**config.mk**
```make
export PLATFORM = sky130hd
export DESIGN_NAME = hdb3_tx_sched
export DESIGN_NICKNAME = d
export VERILOG_FILES = /design/src/rtl/hdb3_tx_sched_pkg.sv /design/src/rtl/hdb3_subst_win.sv /design/src/rtl/hdb3_tx_sched.sv
export SDC_FILE = /design/constraint.sdc
export NUM_CORES = 1
export LEC_CHECK = 0
export ABC_AREA = 1
export BUFFER_PORTS_ARGS = -buffer_cell sky130_fd_sc_hd__buf_2
export CAP_MARGIN = 5
export CORE_MARGIN = 3
export CORE_UTILIZATION = 45
export DETAILED_ROUTE_END_ITERATION = 6
export PLACE_DENSITY = 0.71
export SYNTH_ARGS = -nofsm -noshare
export SYNTH_HDL_FRONTEND = slang
export SYNTH_HIERARCHICAL = 1
export SYNTH_SLANG_ARGS = --single-unit
```
**constraint.sdc**
```tcl
create_clock -name clk -period 2.3 [get_ports clk]
set_input_delay 0 -clock clk [delete_from_list [all_inputs] [get_ports clk]]
set_output_delay 0 -clock clk [all_outputs]
set_load 0.01 [all_outputs]
```
**src/rtl/hdb3_tx_sched_pkg.sv**
```systemverilog
`default_nettype none
// ============================================================================
// Module      : hdb3_tx_sched_pkg
// Description : Shared definitions for the HDB3 transmit scheduler:
//               - line symbol codes, also used by the polar stage
//               - serializer FSM state encodings
//               - pulse-parity update helper
// Revision    : 1.0 - initial release
// ============================================================================
package hdb3_tx_sched_pkg;

    // Symbol codes handed to the polar stage
    localparam logic [1:0] CODE_ZERO = 2'b00;
    localparam logic [1:0] CODE_MARK = 2'b01;
    localparam logic [1:0] CODE_B    = 2'b10;
    localparam logic [1:0] CODE_V    = 2'b11;

    // Serializer FSM encodings
    localparam int         STATE_W  = 1;
    localparam logic [STATE_W-1:0] ST_EMPTY = 1'b0;  // no bits held
    localparam logic [STATE_W-1:0] ST_SHIFT = 1'b1;  // 1..DATA_W bits held

    // Pulse parity after emitting 'code': marks and B pulses toggle it,
    // a V pulse restarts the count, a zero leaves it alone. 1 = odd.
    function automatic logic parity_after(input logic parity, input logic [1:0] code);
        logic p;
        p = parity;
        case (code)
            CODE_MARK, CODE_B: p = ~parity;
            CODE_V:            p = 1'b0;
            default:           p = parity;
        endcase
        return p;
    endfunction

endpackage
`default_nettype wire

```
**src/rtl/hdb3_subst_win.sv**
```systemverilog
`default_nettype none
// ============================================================================
// Module      : hdb3_subst_win
// Description : Four-slot HDB3 code window (w3 oldest .. w0 newest) with
//               four-zero substitution.
//               On each tick, the window shifts toward w3 and the new bit
//               enters w0. If the three post-shift slots and the entering
//               bit are all zero, the window is rewritten as 000V (odd
//               parity) or B00V (even parity).
// Ports       : clk, rst      - clock, synchronous active-high reset
//               tick          - advance the window by one line bit
//               din_bit       - entering serial bit
//               parity        - pulse parity including the code emitted
//                               on this same tick (1 = odd)
//               emit_code     - slot w3, the code emitted on the next tick
// Revision    : 1.0 - initial release
// ============================================================================
module hdb3_subst_win
    import hdb3_tx_sched_pkg::*;
(
    input  logic       clk,
    input  logic       rst,
    input  logic       tick,
    input  logic       din_bit,
    input  logic       parity,
    output logic [1:0] emit_code
);

    logic [1:0] r_win [4];
    logic       w_zero_run;

    // Slots w2..w0 become w3..w1 after the shift. Substituted slots are
    // non-zero, so a finished substitution never seeds the next zero run.
    assign w_zero_run = (r_win[2] == CODE_ZERO) && (r_win[1] == CODE_ZERO) &&
                        (r_win[0] == CODE_ZERO) && !din_bit;

    always_ff @(posedge clk) begin
        if (rst) begin
            r_win[3] <= CODE_ZERO;
            r_win[2] <= CODE_ZERO;
            r_win[1] <= CODE_ZERO;
            r_win[0] <= CODE_ZERO;
        end else if (tick) begin
            if (w_zero_run) begin
                r_win[3] <= parity ? CODE_ZERO : CODE_B;
                r_win[2] <= CODE_ZERO;
                r_win[1] <= CODE_ZERO;
                r_win[0] <= CODE_V;
            end else begin
                r_win[3] <= r_win[2];
                r_win[2] <= r_win[1];
                r_win[1] <= r_win[0];
                r_win[0] <= din_bit ? CODE_MARK : CODE_ZERO;
            end
        end
    end

    assign emit_code = r_win[3];

endmodule
`default_nettype wire

```
**src/rtl/hdb3_tx_sched.sv**
```systemverilog
`default_nettype none
// ============================================================================
// Module      : hdb3_tx_sched
// Description : HDB3 transmit scheduler. Serializes DATA_W-bit words MSB
//               first, one line bit per bit_tick, inserts filler zeros when
//               no word is available, and produces HDB3 symbol codes through
//               a four-slot substitution window.
// Ports       : clk, rst      - clock, synchronous active-high reset
//               bit_tick      - one code emitted per tick
//               din/din_valid/din_ready - word input handshake
//               code          - 00 zero, 01 mark, 10 B pulse, 11 V pulse
//               underrun      - one-cycle pulse after a filler zero enters
//               viol_cnt      - count of emitted V codes (optional)
// Options     : HDB3_TX_SCHED_STATS_EN - adds the viol_cnt output/counter
// Revision    : 1.0 - initial release
// ============================================================================
module hdb3_tx_sched
    import hdb3_tx_sched_pkg::*;
#(
    parameter int DATA_W = 8
) (
    input  logic              clk,
    input  logic              rst,
    input  logic              bit_tick,
    input  logic [DATA_W-1:0] din,
    input  logic              din_valid,
    output logic              din_ready,
    output logic [1:0]        code,
    output logic              underrun
`ifdef HDB3_TX_SCHED_STATS_EN
    ,
    output logic [15:0]       viol_cnt
`endif
);

    localparam int CNT_W = $clog2(DATA_W + 1);

    logic [STATE_W-1:0] r_state;
    logic [STATE_W-1:0] w_state_nxt;
    logic [DATA_W-1:0]  r_sreg;
    logic [CNT_W-1:0]   r_cnt;
    logic               w_xfer;
    logic               w_bit;
    logic               w_fill;
    logic [1:0]         w_emit;
    logic               w_par_eff;
    logic               r_parity;
    logic [1:0]         r_code;
    logic               r_underrun;

    assign w_xfer = din_valid & din_ready;

    // ---------------- FSM: state register ----------------
    always_ff @(posedge clk) begin
        if (rst) begin
            r_state <= ST_EMPTY;
        end else begin
            r_state <= w_state_nxt;
        end
    end

    // ---------------- FSM: next state ----------------
    always_comb begin
        w_state_nxt = r_state;
        case (r_state)
            ST_EMPTY: if (w_xfer) w_state_nxt = ST_SHIFT;
            ST_SHIFT: if (bit_tick && (r_cnt == CNT_W'(1)) && !w_xfer)
                          w_state_nxt = ST_EMPTY;
            default:  w_state_nxt = ST_EMPTY;
        endcase
    end

    // ---------------- FSM: outputs ----------------
    // A transfer during the last-bit tick reloads without a gap.
    always_comb begin
        din_ready = 1'b0;
        w_bit     = 1'b0;
        w_fill    = 1'b0;
        if (!rst) begin
            case (r_state)
                ST_EMPTY: begin
                    din_ready = 1'b1;
                    w_fill    = bit_tick;
                end
                ST_SHIFT: begin
                    din_ready = bit_tick && (r_cnt == CNT_W'(1));
                    w_bit     = r_sreg[DATA_W-1];
                end
                default: ;
            endcase
        end
    end

    // ---------------- Serializer ----------------
    always_ff @(posedge clk) begin
        if (rst) begin
            r_sreg <= '0;
            r_cnt  <= '0;
        end else if (w_xfer) begin
            r_sreg <= din;
            r_cnt  <= CNT_W'(DATA_W);
        end else if (bit_tick && (r_state == ST_SHIFT)) begin
            r_sreg <= r_sreg << 1;
            r_cnt  <= r_cnt - CNT_W'(1);
        end
    end

    // ---------------- Window / substitution ----------------
    // The substitution decision sees the parity that already includes the
    // code leaving w3 on this tick.
    assign w_par_eff = parity_after(r_parity, w_emit);

    hdb3_subst_win u_win (
        .clk       (clk),
        .rst       (rst),
        .tick      (bit_tick),
        .din_bit   (w_bit),
        .parity    (w_par_eff),
        .emit_code (w_emit)
    );

    // ---------------- Code output, parity, underrun ----------------
    always_ff @(posedge clk) begin
        if (rst) begin
            r_code     <= CODE_ZERO;
            r_parity   <= 1'b0;
            r_underrun <= 1'b0;
        end else begin
            r_underrun <= w_fill;
            if (bit_tick) begin
                r_code   <= w_emit;
                r_parity <= w_par_eff;
            end else begin
                r_code   <= CODE_ZERO;
            end
        end
    end

    assign code     = r_code;
    assign underrun = r_underrun;

`ifdef HDB3_TX_SCHED_STATS_EN
    logic [15:0] r_viol_cnt;

    always_ff @(posedge clk) begin
        if (rst) begin
            r_viol_cnt <= '0;
        end else if (bit_tick && (w_emit == CODE_V)) begin
            r_viol_cnt <= r_viol_cnt + 16'd1;
        end
    end

    assign viol_cnt = r_viol_cnt;
`endif

endmodule
`default_nettype wire

```
==> results of run 1 <==
-- report_power, final --
group	switching (uW)	internal (uW)
clock network	119	67.5
registers	17.4	476
logic	81.5	48.8
-- layer usage --
layer / routed length [microns] / GRT usage [%] / vias up / part of all wire (%)
met5: 0 / 0 / - / 0
met4: 21 / 5.63 / 0 / 0.92
met3: 107 / 2.67 / 2 / 4.7
met2: 1150 / 26.1 / 29 / 50
met1: 1020 / 19.1 / 468 / 44
li1: - / - / 542 / -
-- registers in the layout, summed over array words and instances, names as in the netlist --
signal	flops
underrun	1
r_parity	1
u_win/r_win	8
r_sreg	8
r_state	1
r_cnt	4
code	2
-- through the flow --
stage | power [uW] | util, %
CTS | 821 | 53.5
detailed placement | 631 | 51.6
global placement | 623 | 51.6
floorplan | 596 | -
global route | 864 | 53.5
finish | 810 | 53.5
-- cell usage after synthesis --
| cell type | instances |
|---|---|
| nand2_1 | 43 |
| inv_1 | 23 |
| dfxtp_1 | 20 |
| nor2_1 | 14 |
| a21oi_1 | 12 |
| nand3_1 | 12 |
| nand4_1 | 7 |
| edfxtp_1 | 5 |
| ha_1 | 3 |
| nand2_2 | 3 |
| buf_2 | 2 |
| nor2_2 | 2 |
| o21ai_0 | 2 |
| a31oi_4 | 1 |
| buf_1 | 1 |
| buf_6 | 1 |
| clkbuf_1 | 1 |
| inv_2 | 1 |
| nand2_4 | 1 |
| nand3_4 | 1 |
| o21a_1 | 1 |
| o21ai_1 | 1 |
| o21ai_2 | 1 |
| or2_1 | 1 |
| or2_2 | 1 |
| xor2_1 | 1 |
-- what timing repair did --
action                     in CTS  in global routing
hold endpoints to repair        2                  0
buffers inserted                0                  0
setup endpoints to repair       0                  0
hold buffers                    2                  0
-- path summary, 6_finish.rpt --
check | cells past startpoint | startpoint | to | slack (ns)
max | 9 | r_cnt[0] | r_sreg[5] | 0.84
min | 3 | din_valid | r_state | 0.03
max reg2reg | 9 | r_cnt[0] | r_sreg[5] | 0.84
min reg2reg | 2 | u_win/r_win[0][1] | u_win/r_win[1][1] | 0.48
-- worst max-delay path: cells and delay by family (launching register included) --
family,cells,cell delay (ns)
buf+inv,1,0.07
fa+ha+maj,1,0.18
flops,1,0.42
simple gates,6,0.63
compound gates,1,0.11
-- cells by family after synthesis --
kind of cell,count (synthesis),synth area share (%)
XOR/XNOR,1,0.719
adder cells (fa/ha/maj),3,3.08
AO/OA/AOI/OAI,18,9.24
buffers and inverters,29,9.75
AND/OR/NAND/NOR,85,32.0
flip-flops,25,45.2
-- final cells by class --
cell class,count,area (sq um)
clock buffers,4,26.3
fillers,261,1170
inverters,24,90.1
multi-input cells,107,549
flip-flops and latches,25,551
well taps,30,37.5
repair buffers,17,95.1
==> results.yml, run 1 <==
run_status:
  status: "finished clean"
layout:
  final_cell_mix: "nand2_1 (43), inv_1 (23), dfxtp_1 (20), buf_2 (15), nor2_1 (14)"
  stdcell_count: 207
  final_common_cell: "nand2_1"
  antennaDiodeCount: 0
  drive_above_1_share_pct: 16.4
  final_nets: 193
  area_growth_pct: 10.7
  finish.instance_area_sq_um: 1350
synth:
  netlist_instances: 161
  ys_ff_latch: 25
  yosysSeqAreaShare_pct: 45.2
  syn_nets: 176
  yosysWarnings: 6
  ys_types: 26
  avgSynthCellArea_sq_um: 7.57
  post-synth-top-area-fraction_pct: 32.9
  synth.area.top_cells: "dfxtp_1 (33%), nand2_1 (13%), edfxtp_1 (12%)"
  syn_area_sq_um: 1220
  yosysTopAreaCell: "dfxtp_1"
worst_setup_path:
  slowest_delay_ns: 0.42
  slowest_stage: "dfxtp_1"
  path_cells: "ha_1, nand2_1, inv_1, nand2_2, nand2_4, nand3_4, nand2_1, nand2_1, a21oi_1"
  cp-start-kind: "flop"
  cp.required_ns: 2.54
  crit_type: "reg2reg"
  cp_max_fo: 17
  worst_path_most_repeated_cell: "nand2_1"
  cp-end-kind: "flop"
  critical_path_arrival_ns: 1.70
sta:
  setup_viol: 0
  finalSetupTns_ns: 0
  min_period_over_period_pct: 63.4
  min_period_ns: 1.46
  setup_slack_ns: 0.841
  max-slew-margin-rel_pct: 71.9
  slew_viol_final: 0
  clock-skew-final_ns: 0.00163
  hold_ws_ns: 0.0272
  grt_setup_unrepaired: "no"
  worst_slew_pin_slew_ns: 0.422
  hold_viol_final: 0
  fmaxAchievable_ghz: 0.685
clock_network:
  cts_resized: 0
  path_clk_slew_ns: 0.13
  max-clock-path-buffers: 2
  cts-root-buf: "clkbuf_4"
  cts_buffers: 3
  cts.sinks: 25
  tritoncts: "done"
  htree_levels: 1
  clock_latency_ns: 0.30
global_route:
  track_usage_pct: 15.3
  antenna_found_initial: 0
  grt_overflow: 0
  grt_max_degree: 18
  grt_first_pass_wirelength_mm: 4.06
  grt_pass1_vias: 934
pwr:
  vdd_drop_max_uv: 330
  p_per_area_nw_per_um2: 600
  p_leak_uw: 0.000626
drt:
  vias: 1041
  final_antenna_net_count: 0
  drt_iter0_markers: 34
  drt_pre_antenna_iters: 4
  wl_per_cell_microns: 11.1
  drc: 0
  routed_wl_mm: 2.29
  vias_per_cell: 5.03
placement:
  place_area_sq_um: 1300
  dpl.hpwl_mm: 1.69
  preCtsSetupSlack_ns: 0.864
  routabilityCongestion: 0.792
  dp.cells: 201
  io_buffers: 15
die:
  start_util_pct: 48.3
  rows: 18
  core_sq_um: 2520
  die_area_sq_um: 3370
  die_x_microns: 58.0
  die_y_microns: 58.0
  io_pins: 16
run:
  cap_violations: 0
hold_path:
  hp-class: "in2reg"
Note: power is estimated with default switching activity, not from simulation.
==> run 2: changes to the inputs <==
--- a/config.mk
+++ b/config.mk
@@ -5,13 +5,13 @@
 export SDC_FILE = /design/constraint.sdc
 export NUM_CORES = 1
 export LEC_CHECK = 0
-export ABC_AREA = 1
+export ABC_AREA = 0
 export BUFFER_PORTS_ARGS = -buffer_cell sky130_fd_sc_hd__buf_2
 export CAP_MARGIN = 5
 export CORE_MARGIN = 3
 export CORE_UTILIZATION = 45
 export DETAILED_ROUTE_END_ITERATION = 6
-export PLACE_DENSITY = 0.71
+export PLACE_DENSITY = 0.73
 export SYNTH_ARGS = -nofsm -noshare
 export SYNTH_HDL_FRONTEND = slang
 export SYNTH_HIERARCHICAL = 1
==> constraint.sdc (replaced) <==
create_clock -name clk -period 1.24 [get_ports clk]
set_input_delay 0 -clock clk [delete_from_list [all_inputs] [get_ports clk]]
set_output_delay 0 -clock clk [all_outputs]
set_load 0.01 [all_outputs]
==> run 2 against run 1 <==
The run now ends with setup timing left. Clock skew rose by 0.0015 ns. Die area fell by 2.3%. First-iteration DRC count fell by 50%. Synthesized cell count fell by 31%. Global-route usage rose by 0.39 points. Via count fell by 7.7%. Routed wire length rose by 15%. Critical path type is now reg2out. Critical endpoint is now din_ready. Highest routed layer unchanged.
==> results.yml, run 2 <==
run_status:
  status: "complete, but fails checks"
  violations: "setup timing"
clock_network:
  htree_levels: 1
  tritoncts: "done"
  max-clock-path-buffers: 2
  cts_buffers: 3
  cts-root-buf: "clkbuf_4"
  cts.sinks: 25
  clock_latency_ns: 0.32
  path_clk_slew_ns: 0.13
drt:
  drt_iter0_markers: 17
  routed_wl_mm: 2.64
  final_antenna_net_count: 0
  drc: 0
  drt_pre_antenna_iters: 4
  wl_per_cell_microns: 15.2
  vias: 961
  vias_per_cell: 5.52
layout:
  antennaDiodeCount: 0
  area_growth_pct: 36.4
  final_cell_mix: "buf_4 (18), dfxtp_1 (18), buf_2 (15), a211oi_2 (9), mux2i_1 (8)"
  reg.largest.list: "r_sreg x8, u_win/r_win x8, r_cnt x4"
  final_util_pct: 68.6
  final_nets: 162
  drive_above_1_share_pct: 50.7
sta:
  worst_slew_pin_slew_ns: 0.344
  grt_setup_unrepaired: "yes"
  setup_viol: 17
  max-slew-margin-rel_pct: 77.0
  setup_slack_ns: -0.220
  min_period_over_period_pct: 118
  finalSetupTns_ns: -1.66
  hold_viol_final: 0
  clock-skew-final_ns: 0.00310
  min_period_ns: 1.46
  slew_viol_final: 0
  fmaxAchievable_ghz: 0.685
synth:
  netlist_instances: 111
  ys_ff_latch: 25
  synthFlopType: "dfxtp_1"
  avgSynthCellArea_sq_um: 10.7
  synth-edff-count: 5
  post-synth-top-area-fraction_pct: 33.7
  synth.most_common_cell: "dfxtp_1"
  synthArstFlopShare_pct: 0
  syn_nets: 126
  synth.area.top_cells: "dfxtp_1 (34%), edfxtp_1 (13%), a211oi_1 (7.6%)"
  yosysSeqAreaShare_pct: 46.4
  yosysWarnings: 6
  synth_common_cells: "dfxtp_1 (20), a211oi_1 (12), mux2i_1 (8), nor2_1 (6), edfxtp_1 (5)"
  ys_types: 39
  yosysTopAreaCell: "dfxtp_1"
  syn_area_sq_um: 1190
hold_path:
  min_from: "din[3]"
  hp-class: "in2reg"
run:
  cap_violations: 0
global_route:
  grt_max_degree: 26
  grt_first_pass_wirelength_mm: 4.13
  grt_overflow: 0
  grt_pass1_vias: 923
  antenna_found_initial: 0
  track_usage_pct: 15.7
die:
  die_y_microns: 57.4
  die_x_microns: 57.4
  start_util_pct: 50.3
  core_sq_um: 2360
  rows: 17
  die_area_sq_um: 3290
  io_pins: 16
placement:
  routabilityCongestion: 0.761
  io_buffers: 15
  dpl.hpwl_mm: 1.66
worst_setup_path:
  cp-end-kind: "output pin"
  cp-start-kind: "flop"
  critical_path_arrival_ns: 1.46
  cp_max_fo: 5
  r2r_start: "r_sreg[7]"
  crit_type: "reg2out"
  cp.required_ns: 1.24
  startpoint: "r_cnt[1]"
pwr:
  p_leak_uw: 0.000689
  p_total_uw: 1670
  p_per_area_nw_per_um2: 1030
  vdd_drop_max_uv: 747
run 2: layer usage:
layer	global-route usage, %	part of all wire (%)	vias up
met2	24.8	49	17
li1	-	-	476
met1	21.3	47	462
met4	5.30	2.2	0
met3	2.94	2.2	6
met5	0	0	-
run 2: critical path, cell delays in order (launching register included):
cell and delay, ns:
dfxtp_2 0.36, inv_4 0.07, ha_4 0.14, nand4bb_4 0.14
buf_6 0.17, a21oi_2 0.12, buf_2 0.14
run 2: cell type report:
cell class                      instances  area [sq um]
Sequential cell                        25           553
Clock inverter                          1          5.00
Fill cell                             186           742
Clock buffer                            3          22.5
Inverter                                4          17.5
Tap cell                               28          35.0
Timing Repair Buffer                   40           294
Multi-Input combinational cell         73           692
run 2: what timing repair did:
item	in CTS	in global routing
setup endpoints to repair	17	18
hold buffers	3	0
cloned	0	1
pin swaps	1	6
hold endpoints to repair	3	0
buffers inserted	1	5
resized for setup	4	19
run 2: final timing paths:
kind                  endpoint  slack (ns)  cells past startpoint
max                  din_ready       -0.22                      6
min                  r_sreg[3]       0.003                      3
max reg2reg  u_win/r_win[0][0]       -0.14                      4
min reg2reg           r_cnt[3]        0.54                      2
run 2: logic make-up (layout without fill, tap and decap cells):
| group | count (synthesis) | count (layout) | synth area share, % |
|---|---|---|---|
| compound gates | 24 | 24 | 14.8 |
| fa+ha+maj | 3 | 3 | 3.16 |
| flops | 25 | 25 | 46.4 |
| simple gates | 34 | 34 | 19.1 |
| mux | 10 | 10 | 9.27 |
| xor+xnor | 2 | 2 | 1.48 |
| buf+inv | 13 | 48 | 5.90 |
run 2: power breakdown:
| part | internal, uW | leakage (uW) | switching, uW |
|---|---|---|---|
| Clock | 121 | 0.0000177 | 247 |
| Sequential | 887 | 0.000221 | 38.3 |
| Combinational | 207 | 0.000451 | 170 |
run 2: stage by stage:
stage	std cells	setup slack (ns)	hold WS (ns)	area, sq um
finish	174	-0.220	0.00263	1620
global route	174	-0.314	0.00807	1620
CTS	168	-0.198	0.00136	1490
detailed placement	160	-0.126	0.235	1410
global placement	160	-0.0822	0.236	1410
floorplan	111	-0.316	0.0724	1250
